$ cat config.mk
export PLATFORM = sky130hd
export DESIGN_NAME = blackjack_round_ctrl
export DESIGN_NICKNAME = d
export VERILOG_FILES = /design/src/rtl/blackjack_round_ctrl.sv
export SDC_FILE = /design/constraint.sdc
export NUM_CORES = 1
export LEC_CHECK = 0
export BUFFER_PORTS_ARGS = -buffer_cell sky130_fd_sc_hd__buf_2
export CAP_MARGIN = 40
export CORE_AREA = 2 2 97 99
export CTS_CLUSTER_SIZE = 12
export DETAILED_ROUTE_END_ITERATION = 7
export DIE_AREA = 0 0 99 101
export PLACE_DENSITY = 0.54
export SLEW_MARGIN = 20
export SYNTH_ARGS = -nofsm -noshare
export SYNTH_HDL_FRONTEND = slang
export SYNTH_SLANG_ARGS = --single-unit
export TNS_END_PERCENT = 5
$ cat constraint.sdc
create_clock -name clk -period 3.12 [get_ports clk]
set_input_delay 0.624 -clock clk [delete_from_list [all_inputs] [get_ports clk]]
set_output_delay 0.624 -clock clk [all_outputs]
set_load 0.05 [all_outputs]
$ cat src/rtl/blackjack_round_ctrl.sv
// Blackjack round sequencer: bet intake, card requests over req/ack, hand scoring,
// coin settlement and result flags for the display layer.
module blackjack_round_ctrl #(
   parameter int START_COINS  = 10,
   parameter int DEALER_STAND = 17
) (
   input  logic       clk,
   input  logic       reset,
   input  logic       next_pulse,
   input  logic       hit_pulse,
   input  logic       stand_pulse,
   input  logic       double_pulse,
   input  logic [3:0] bet,
   input  logic       card_ack,
   input  logic [3:0] card_val,
   output logic       deal_req,
   output logic       deal_to,
   output logic [5:0] player_score,
   output logic [5:0] dealer_score,
   output logic [4:0] coin,
   output logic [2:0] phase,
   output logic       win,
   output logic       lose,
   output logic       draw
);
   typedef enum logic [2:0] {
      S_BET    = 3'd0,
      S_DEAL   = 3'd1,
      S_PLAYER = 3'd2,
      S_DEALER = 3'd3,
      S_RESULT = 3'd4,
      S_BROKE  = 3'd5
   } state_t;

   state_t     state_reg, state_next;
   logic [5:0] p_hard_reg, p_hard_next, d_hard_reg, d_hard_next;
   logic       p_ace_reg, p_ace_next, d_ace_reg, d_ace_next;
   logic [3:0] p_cnt_reg, p_cnt_next;
   logic [1:0] deal_cnt_reg, deal_cnt_next;
   logic [4:0] bet_reg, bet_next, coin_reg, coin_next;
   logic       req_reg, req_next, to_reg, to_next, dbl_reg, dbl_next;
   logic [5:0] p_score_reg, p_score_next, d_score_reg, d_score_next;
   logic       win_reg, win_next, lose_reg, lose_next, draw_reg, draw_next;
   logic       go_result;
   logic [5:0] coin_sum;

   function automatic logic [5:0] score_of(input logic [5:0] hard, input logic ace);
      return (ace && hard <= 6'd11) ? hard + 6'd10 : hard;
   endfunction

   always_ff @(posedge clk) begin
      if (reset) begin
         state_reg    <= S_BET;
         p_hard_reg   <= '0;
         d_hard_reg   <= '0;
         p_ace_reg    <= 1'b0;
         d_ace_reg    <= 1'b0;
         p_cnt_reg    <= '0;
         deal_cnt_reg <= '0;
         bet_reg      <= '0;
         coin_reg     <= 5'(START_COINS);
         req_reg      <= 1'b0;
         to_reg       <= 1'b0;
         dbl_reg      <= 1'b0;
         p_score_reg  <= '0;
         d_score_reg  <= '0;
         win_reg      <= 1'b0;
         lose_reg     <= 1'b0;
         draw_reg     <= 1'b0;
      end else begin
         state_reg    <= state_next;
         p_hard_reg   <= p_hard_next;
         d_hard_reg   <= d_hard_next;
         p_ace_reg    <= p_ace_next;
         d_ace_reg    <= d_ace_next;
         p_cnt_reg    <= p_cnt_next;
         deal_cnt_reg <= deal_cnt_next;
         bet_reg      <= bet_next;
         coin_reg     <= coin_next;
         req_reg      <= req_next;
         to_reg       <= to_next;
         dbl_reg      <= dbl_next;
         p_score_reg  <= p_score_next;
         d_score_reg  <= d_score_next;
         win_reg      <= win_next;
         lose_reg     <= lose_next;
         draw_reg     <= draw_next;
      end
   end

   assign coin_sum = {1'b0, coin_reg} + {1'b0, bet_reg};

   always_comb begin
      state_next    = state_reg;
      p_hard_next   = p_hard_reg;
      d_hard_next   = d_hard_reg;
      p_ace_next    = p_ace_reg;
      d_ace_next    = d_ace_reg;
      p_cnt_next    = p_cnt_reg;
      deal_cnt_next = deal_cnt_reg;
      bet_next      = bet_reg;
      coin_next     = coin_reg;
      req_next      = req_reg;
      to_next       = to_reg;
      dbl_next      = dbl_reg;
      win_next      = win_reg;
      lose_next     = lose_reg;
      draw_next     = draw_reg;
      go_result     = 1'b0;

      // A card is absorbed on the ack edge regardless of phase; req only exists in dealing phases.
      if (req_reg && card_ack) begin
         req_next = 1'b0;
         if (!to_reg) begin
            p_hard_next = p_hard_reg + {2'b00, card_val};
            p_ace_next  = p_ace_reg | (card_val == 4'd1);
            p_cnt_next  = p_cnt_reg + {3'b000, (p_cnt_reg != 4'd15)};
         end else begin
            d_hard_next = d_hard_reg + {2'b00, card_val};
            d_ace_next  = d_ace_reg | (card_val == 4'd1);
         end
      end

      case (state_reg)
         S_BET: begin
            if (next_pulse && bet != 4'd0 && {1'b0, bet} <= coin_reg) begin
               bet_next      = {1'b0, bet};
               p_hard_next   = '0;
               d_hard_next   = '0;
               p_ace_next    = 1'b0;
               d_ace_next    = 1'b0;
               p_cnt_next    = '0;
               deal_cnt_next = '0;
               dbl_next      = 1'b0;
               state_next    = S_DEAL;
            end
         end
         S_DEAL: begin
            if (!req_reg) begin
               req_next = 1'b1;
               to_next  = deal_cnt_reg[0];
            end else if (card_ack) begin
               deal_cnt_next = deal_cnt_reg + 2'd1;
               if (deal_cnt_reg == 2'd3) state_next = S_PLAYER;
            end
         end
         S_PLAYER: begin
            // Scores already include the last card here, so bust/double follow-up come first.
            if (!req_reg) begin
               if (p_score_reg > 6'd21) begin
                  go_result = 1'b1;
               end else if (dbl_reg || stand_pulse) begin
                  state_next = S_DEALER;
               end else if (hit_pulse) begin
                  req_next = 1'b1;
                  to_next  = 1'b0;
               end else if (double_pulse && p_cnt_reg == 4'd2 &&
                            {bet_reg, 1'b0} <= {1'b0, coin_reg}) begin
                  bet_next = {bet_reg[3:0], 1'b0};
                  dbl_next = 1'b1;
                  req_next = 1'b1;
                  to_next  = 1'b0;
               end
            end
         end
         S_DEALER: begin
            if (!req_reg) begin
               if (d_score_reg < 6'(DEALER_STAND)) begin
                  req_next = 1'b1;
                  to_next  = 1'b1;
               end else begin
                  go_result = 1'b1;
               end
            end
         end
         S_RESULT: begin
            if (next_pulse) begin
               win_next   = 1'b0;
               lose_next  = 1'b0;
               draw_next  = 1'b0;
               state_next = (coin_reg == 5'd0) ? S_BROKE : S_BET;
            end
         end
         default: ;
      endcase

      if (go_result) begin
         state_next = S_RESULT;
         if (p_score_reg > 6'd21 ||
             (d_score_reg <= 6'd21 && p_score_reg < d_score_reg)) begin
            lose_next = 1'b1;
            coin_next = coin_reg - bet_reg;
         end else if (d_score_reg > 6'd21 || p_score_reg > d_score_reg) begin
            win_next  = 1'b1;
            coin_next = coin_sum[5] ? 5'd31 : coin_sum[4:0];
         end else begin
            draw_next = 1'b1;
         end
      end

      p_score_next = score_of(p_hard_next, p_ace_next);
      d_score_next = score_of(d_hard_next, d_ace_next);
   end

   assign deal_req     = req_reg;
   assign deal_to      = to_reg;
   assign player_score = p_score_reg;
   assign dealer_score = d_score_reg;
   assign coin         = coin_reg;
   assign phase        = state_reg;
   assign win          = win_reg;
   assign lose         = lose_reg;
   assign draw         = draw_reg;
endmodule

==> results of run 1 <==
## critical path, delay by kind of cell, from the launching register on
family,cells,cell delay (ns)
flip-flops,1,0.45
AND/OR/NAND/NOR,4,0.63
buffers and inverters,1,0.19
adder cells (fa/ha/maj),2,0.52
AO/OA/AOI/OAI,4,0.89
## cells in the mapped netlist, types with 7 or more instances
library cell	instances	area (sq um)
inv_1	30	113
dfxtp_1	49	981
o21ai_0	16	80.1
nor3_1	9	45.0
nor2_1	54	203
ha_1	36	450
mux2i_1	8	80.1
nor2b_1	7	43.8
a21oi_1	31	155
a211oi_1	8	60.1
o21a_1	7	52.6
nand3_1	13	65.1
a21o_1	11	82.6
nand2_1	23	86.3
## worst max-delay path by stage
| stage | to | cells after the start |
|---|---|---|
| after global routing | dealer_score[3]$_SDFF_PP0_ | 11 |
| final | dealer_score[3]$_SDFF_PP0_ | 11 |
| after detailed placement | dealer_score[3]$_SDFF_PP0_ | 11 |
| after CTS | dealer_score[3]$_SDFF_PP0_ | 11 |
| after floorplan | dealer_score[3]$_SDFF_PP0_ | 11 |
| after global placement | dealer_score[3]$_SDFF_PP0_ | 11 |
## kinds of logic (layout without fill, tap and decap cells)
logic type      Yosys count  count (layout)  synth area share, %
xor+xnor                  8               8                 2.01
simple gates            138             138                 20.0
flops                    49              49                 28.2
buf+inv                  42              88                 5.14
mux                       9               9                 2.73
compound gates          128             128                 26.7
fa+ha+maj                40              40                 15.3
## power by group through the flow
stage	clock, mW	sequential, mW	combinational [mW]
global route	0.440	0.661	0.291
detailed placement	0	0.673	0.261
floorplan	0	0.683	0.176
global placement	0	0.673	0.259
finish	0.394	0.658	0.261
CTS	0.403	0.658	0.262
## layer usage
layer	track usage, %	wire [microns]
met3	2.70	345
met2	28.5	3950
met1	27.8	4680
met5	0	0
met4	4.11	75
## layout make-up
cell class / count / area, sq um / area share (%)
multi-input cells: 323 / 2320 / 59.2
flip-flops and latches: 49 / 981 / 25.1
repair buffers: 49 / 270 / 6.90
well taps: 111 / 139 / 3.55
inverters: 31 / 116 / 2.97
clock buffers: 5 / 68.8 / 1.76
clock inverters: 3 / 21.3 / 0.543
## stage by stage
| stage | instances | power, mW | instance area (sq um) | utilization (%) |
|---|---|---|---|---|
| floorplan | 414 | 0.859 | 3480 | - |
| CTS | 571 | 1.32 | 3920 | 43.6 |
| detailed placement | 563 | 0.934 | 3820 | 42.6 |
| finish | 571 | 1.31 | 3920 | 43.6 |
| global route | 571 | 1.39 | 3920 | 43.6 |
| global placement | 563 | 0.932 | 3820 | 42.6 |
==> results.cfg, run 1 <==
[outcome]
outcome = finished clean

[floorplan]
die_y_microns = 101
die_area_sq_mm = 0.0100
initial_core_util_pct = 38.7
core-area_sq_mm = 0.00898
rows = 35
die-width_microns = 99
io_pins = 40

[logic_synthesis]
yosysWarningCount = 0
ys_ff_latch = 49
async_flop_share_pct = 0
avgSynthCellArea_sq_um = 8.40
synth_edf_count = 0
ys_seq_area_share_pct = 28.2
synth_flop_cell = dfxtp_1
synthCells = 414
post_synth_num_cell_types = 68
syn_area_sq_mm = 0.00348
synth_nets = 469

[layout]
areaGrowthSynthToFinish_pct = 12.6
antennaDiodeCount = 0
nFillCells = 917
final_common_cell = nor2_1
nets = 514
drive_above_1_share_pct = 16.7
mostFrequentLayoutCells = 54 x nor2_1, 49 x dfxtp_1, 39 x buf_2

[routing]
ant_nets = 0
vias_per_cell = 5.52
dr.first_iter.drc_count = 101
drc = 0
dr.pass1.iters = 4
routedWlPerCell_microns = 15.9
wl_microns = 9060
via_count = 3150

[hold_path]
hp-class = reg2reg
hold_end = p_cnt_reg[0]$_SDFF_PP0_
holdPathStages = 2
min_from = p_cnt_reg[0]$_SDFF_PP0_

[clock_network]
cts_tree = yes
clk_pin_slew_ns = 0.10
cts_setup_buffers = 0
holdBufCountCts = 0
cts_max_level = 2
insertion_delay_ns = 0.31
cts_resized = 0
cts_buffers = 5
cts_root_buf = clkbuf_8
clk_path_buf_depth = 2
cts_sinks = 49

[pwr]
vdd_drop_max_mv = 0.173
pwr-share-clk_pct = 30.0
switching_power_mw = 0.417
switching_share_pct = 31.7
p_int_mw = 0.897
power_density_mw_per_mm2 = 335
p_comb_share_pct = 19.9
p_seq_share_pct = 50.1
p_leak_nw = 1.69

[global_route]
grt_pass1_vias = 2882
grt_max_degree = 24
grt_pass1_wl_microns = 14900
antenna_found_initial = 0
grt_usage_pct = 18.6
grt_overflow = 0

[worst_setup_path]
max_stage_delay_ns = 0.45
critPathLaunch = coin[1]$_SDFFE_PP1P_
end_kind = flip-flop
reg2reg_depth = 11
crit_chain = inv_1, ha_1, nor2b_1, o31ai_1, a21oi_2, nor2_1, nor2_1, ha_1, a311oi_1, nand3_1, a21oi_1
r2r-end = dealer_score[3]$_SDFF_PP0_
reg2reg_from = coin[1]$_SDFFE_PP1P_
crit_fanout = 6
cp_slowest_cell = dfxtp_1
crit_type = reg2reg
worstPathArrival_ns = 3.00
required_ns = 3.36
worstSetupStartpointType = flip-flop
r2r_slack_ns = 0.36

[flow_run]
maxCapViolations = 0

[sta]
setup_viol = 0
finClkSkew_ns = 0.00820
maxSlewHeadroom_pct = 57.6
min_period_over_period_pct = 88.5
hold_viol_final = 0
rsz0062_at_grt = false
drv_slew = 0
hold_ws_ns = 0.503
max_freq_ghz = 0.362
worstMarginPinSlew_ns = 0.629
finalWorstSetupSlack_ns = 0.359
fin_tns_setup_ns = 0
fin_crit_ns = 2.76

[placed_design]
post-place-ws_ns = 0.288
dp_hpwl_microns = 7220
port_buffers = 39
place.gp.congestion = 0.905
Note: power is estimated with default switching activity, not from simulation.
==> inputs of run 2 (changes only) <==
--- a/config.mk
+++ b/config.mk
@@ -11,7 +11,7 @@
 export CTS_CLUSTER_SIZE = 12
 export DETAILED_ROUTE_END_ITERATION = 7
 export DIE_AREA = 0 0 99 101
-export PLACE_DENSITY = 0.54
+export PLACE_DENSITY = 0.6
 export SLEW_MARGIN = 20
 export SYNTH_ARGS = -nofsm -noshare
 export SYNTH_HDL_FRONTEND = slang
==> results.cfg, run 2 (synthesis results as in run 1) <==
[layout]
multi_input_area_sq_mm = 0.00232
register_area_sq_um = 981
areaGrowthSynthToFinish_pct = 12.8
mostFrequentLayoutCells = 53 x nor2_1, 49 x dfxtp_1, 39 x buf_2
drive_above_1_share_pct = 16.6
final_common_cell = nor2_1
nets = 512
final_area_sq_mm = 0.00393
final_util_pct = 43.7
nFillCells = 896
antennaDiodeCount = 0

[routing]
dr.first_iter.drc_count = 161
via_count = 3164
wl_microns = 8940
routedWlPerCell_microns = 15.7
ant_nets = 0
vias_per_cell = 5.56
drc = 0
dr.pass1.iters = 4

[worst_setup_path]
end_kind = flip-flop
crit_fanout = 6
critPathLaunch = coin[1]$_SDFFE_PP1P_
worstSetupStartpointType = flip-flop
worstPathArrival_ns = 2.98
reg2reg_from = coin[1]$_SDFFE_PP1P_
crit_type = reg2reg
required_ns = 3.38

[sta]
worstMarginPinSlew_ns = 0.610
max_freq_ghz = 0.367
fin_crit_ns = 2.72
min_period_over_period_pct = 87.3
finClkSkew_ns = 0.0182
drv_slew = 0
hold_viol_final = 0
fin_tns_setup_ns = 0
setup_viol = 0
rsz0062_at_grt = false
maxSlewHeadroom_pct = 58.9

[placed_design]
port_buffers = 39
place.gp.congestion = 0.859
dp_hpwl_microns = 7020
placed_area_sq_mm = 0.00381

[clock_network]
clk_pin_slew_ns = 0.10
cts_setup_buffers = 0
cts_buffers = 5
cts_root_buf = clkbuf_8
cts_max_level = 2
cts_sinks = 49
clk_path_buf_depth = 2
cts_tree = yes
insertion_delay_ns = 0.32
holdBufCountCts = 0

[pwr]
switching_share_pct = 29.6
p_int_mw = 0.975
pwr-share-clk_pct = 34.1
vdd_drop_max_mv = 0.176
p_leak_nw = 1.70
p_comb_share_pct = 18.4
switching_power_mw = 0.410
p_seq_share_pct = 47.5
power_density_mw_per_mm2 = 353
total_power_mw = 1.39

[outcome]
outcome = finished clean

[global_route]
antenna_found_initial = 0
grt_max_degree = 24
grt_pass1_wl_microns = 15200
grt_pass1_vias = 3125
grt_usage_pct = 18.7
grt_overflow = 0

[floorplan]
initial_core_util_pct = 38.7
die_y_microns = 101
die_area_sq_mm = 0.0100
die-width_microns = 99
io_pins = 40
rows = 35
core-area_sq_mm = 0.00898

[hold_path]
hp-class = reg2reg
min_from = p_cnt_reg[0]$_SDFF_PP0_

[flow_run]
maxCapViolations = 0
run 2: area by class of cell:
cell class	count	share of cell area (%)
multi-input combinational	323	59.1
sequential	49	25.0
timing repair buffer	47	6.50
tap	111	3.54
inverter	31	2.96
clock buffer	5	1.75
clock inverter	3	1.12
run 2: worst max-delay path, cell delays in order (launching register included):
cell      delay, ns
dfxtp_1        0.46
inv_1          0.19
ha_1           0.32
nor2b_1        0.14
o31ai_1        0.33
a21oi_2        0.18
nor2_2         0.21
nor2_1         0.08
ha_1           0.19
a311oi_1       0.27
nand3_1        0.12
a21oi_1        0.16
run 2: path summary, 6_finish.rpt:
kind | cells past startpoint | slack, ns | endpoint
worst max-delay path | 11 | 0.40 | dealer_score[3]$_SDFF_PP0_
worst min-delay path | 2 | 0.50 | p_cnt_reg[0]$_SDFF_PP0_
worst max register to register | 11 | 0.40 | dealer_score[3]$_SDFF_PP0_
worst min register to register | 2 | 0.50 | p_cnt_reg[0]$_SDFF_PP0_
run 2: power by group through the flow:
stage	registers [mW]	logic [mW]	clock network, mW
after floorplan	0.683	0.176	0
after global placement	0.672	0.253	0
after detailed placement	0.673	0.253	0
after CTS	0.658	0.255	0.482
after global routing	0.661	0.288	0.505
final	0.658	0.255	0.472
run 2: metrics by stage:
step | hold slack [ns] | std cells | setup WS, ns
detailed placement | 0.490 | 561 | 0.238
global route | 0.557 | 569 | 0.0864
finish | 0.500 | 569 | 0.395
CTS | 0.503 | 569 | 0.319
global placement | 0.476 | 561 | 0.343
floorplan | 0.451 | 414 | 0.326
run 2: layer usage:
metal	GRT usage [%]	up-vias	part of all wire, %
met4	6.32	0	1.8
met3	2.98	13	4.4
met1	25.9	1482	49
met2	29.6	63	45
li1	-	1606	-
met5	0	-	0
run 2: what timing repair did:
item                                    4_1_cts  5_1_grt
gates resized for setup                       0        1
endpoints found under the setup margin        0        1
hold endpoints to repair                      0        0
==> inputs of run 3 (changes only) <==
--- a/config.mk
+++ b/config.mk
@@ -7,11 +7,11 @@
 export LEC_CHECK = 0
 export BUFFER_PORTS_ARGS = -buffer_cell sky130_fd_sc_hd__buf_2
 export CAP_MARGIN = 40
-export CORE_AREA = 2 2 97 99
+export CORE_AREA = 2 2 111 86
 export CTS_CLUSTER_SIZE = 12
 export DETAILED_ROUTE_END_ITERATION = 7
-export DIE_AREA = 0 0 99 101
-export PLACE_DENSITY = 0.6
+export DIE_AREA = 0 0 113 88
+export PLACE_DENSITY = 0.61
 export SLEW_MARGIN = 20
 export SYNTH_ARGS = -nofsm -noshare
 export SYNTH_HDL_FRONTEND = slang
==> results.cfg, run 3 (synthesis results as in run 1) <==
[outcome]
outcome = finished, violations left
violations = DRC

[pwr]
p_leak_nw = 1.72
vdd_drop_max_mv = 0.227
total_power_mw = 1.48
power_density_mw_per_mm2 = 373

[routing]
dr.first_iter.drc_count = 251
vias_per_cell = 5.68
drc = 3
routedWlPerCell_microns = 16.0
via_count = 3241
ant_nets = 0
wl_microns = 9150
dr.pass1.iters = 7

[worst_setup_path]
worstPathArrival_ns = 2.97
reg2reg_from = coin[1]$_SDFFE_PP1P_
cp-endpoint = dealer_score[3]$_SDFF_PP0_
worstSetupPathDepth = 11
required_ns = 3.27
path_buf_inv = 1
worstSetupStartpointType = flip-flop
critPathLaunch = coin[1]$_SDFFE_PP1P_
cp_slowest_cell = dfxtp_1
cp_top_family = compound AO/OA/AOI/OAI gates
r2r-end = dealer_score[3]$_SDFF_PP0_
end_kind = flip-flop
r2r_slack_ns = 0.30
crit_chain = inv_1, ha_1, nor2b_1, o31ai_1, a21oi_2, nor2_1, nor2_1, ha_1, a311oi_1, a21o_1, a21oi_1
reg2reg_depth = 11
max_stage_delay_ns = 0.46
crit_fanout = 6
crit_type = reg2reg

[placed_design]
port_buffers = 39
placed_area_sq_mm = 0.00382
place.gp.congestion = 0.905
post-place-ws_ns = 0.214
dp_hpwl_microns = 7250

[sta]
max_freq_ghz = 0.355
finClkSkew_ns = 0.00992
hold_viol_final = 0
setup_viol = 0
maxSlewHeadroom_pct = 53.8
min_period_over_period_pct = 90.4
rsz0062_at_grt = false
finalWorstSetupSlack_ns = 0.301
fin_crit_ns = 2.82
drv_slew = 0
fin_tns_setup_ns = 0
worstMarginPinSlew_ns = 0.689

[clock_network]
insertion_delay_ns = 0.29
holdBufCountCts = 0
cts_sinks = 49
cts_buffers = 5
cts_tree = yes
cts_max_level = 2
cts_resized = 0
cts_setup_buffers = 0
cts_root_buf = clkbuf_16
clk_pin_slew_ns = 0.07
clk_path_buf_depth = 2

[layout]
areaGrowthSynthToFinish_pct = 14.0
nFillCells = 882
final_area_sq_mm = 0.00397
final_common_cell = nor2_1
mostFrequentLayoutCells = 54 x nor2_1, 49 x dfxtp_1, 39 x buf_2
final_util_pct = 44.8
nets = 513
drive_above_1_share_pct = 16.6
antennaDiodeCount = 0

[global_route]
grt_overflow = 0
grt_usage_pct = 19.0
grt_max_degree = 24
antenna_found_initial = 0
grt_pass1_vias = 3030
grt_pass1_wl_microns = 15300

[flow_run]
maxCapViolations = 0

[floorplan]
die_y_microns = 88
die-width_microns = 113
io_pins = 40
die_area_sq_mm = 0.00994
rows = 30
core-area_sq_mm = 0.00886
initial_core_util_pct = 39.3

[hold_path]
hp-class = reg2reg
[run 3: routing by layer]
metal | routed length [microns] | up-vias | global-route usage, %
met2 | 3930 | 96 | 29.0
met3 | 440 | 10 | 2.91
met5 | 0 | - | 0
met4 | 54 | 0 | 3.22
li1 | - | 1614 | -
met1 | 4720 | 1521 | 28.6
[run 3: report_power, final]
part	internal [mW]	switching, mW
Combinational	0.101	0.174
Clock	0.299	0.252
Sequential	0.638	0.0155
[run 3: worst register-to-register path, stage by stage (launching register included)]
cell and delay, ns:
dfxtp_1 0.46, inv_1 0.18, ha_1 0.32, nor2b_1 0.13, o31ai_1 0.31, a21oi_2 0.17
nor2_1 0.30, nor2_1 0.10, ha_1 0.21, a311oi_1 0.29, a21o_1 0.17, a21oi_1 0.05
[run 3: worst min path at each step]
| stage | slack [ns] | to | startpoint | cells after the start |
|---|---|---|---|---|
| after floorplan | 0.45 | d_ace_reg$_SDFF_PP0_ | d_ace_reg$_SDFF_PP0_ | 2 |
| after global placement | 0.47 | win$_SDFF_PP0_ | win$_SDFF_PP0_ | 2 |
| after detailed placement | 0.48 | win$_SDFF_PP0_ | win$_SDFF_PP0_ | 2 |
| after CTS | 0.49 | win$_SDFF_PP0_ | win$_SDFF_PP0_ | 2 |
| after global routing | 0.54 | win$_SDFF_PP0_ | win$_SDFF_PP0_ | 2 |
| final | 0.50 | draw$_SDFF_PP0_ | draw$_SDFF_PP0_ | 2 |
[run 3: area by class of cell]
type | instances | area [sq um] | area share, %
clock buffers | 5 | 125 | 3.15
clock inverters | 3 | 22.5 | 0.568
inverters | 31 | 116 | 2.93
multi-input cells | 323 | 2320 | 58.5
flip-flops and latches | 49 | 981 | 24.7
well taps | 112 | 140 | 3.53
repair buffers | 48 | 263 | 6.62
[run 3: stage by stage]
step	instances	hold WS [ns]
6_report	571	0.497
5_1_grt	571	0.538
4_1_cts	571	0.495
3_5_place_dp	563	0.476
3_3_place_gp	563	0.467
2_1_floorplan	414	0.451
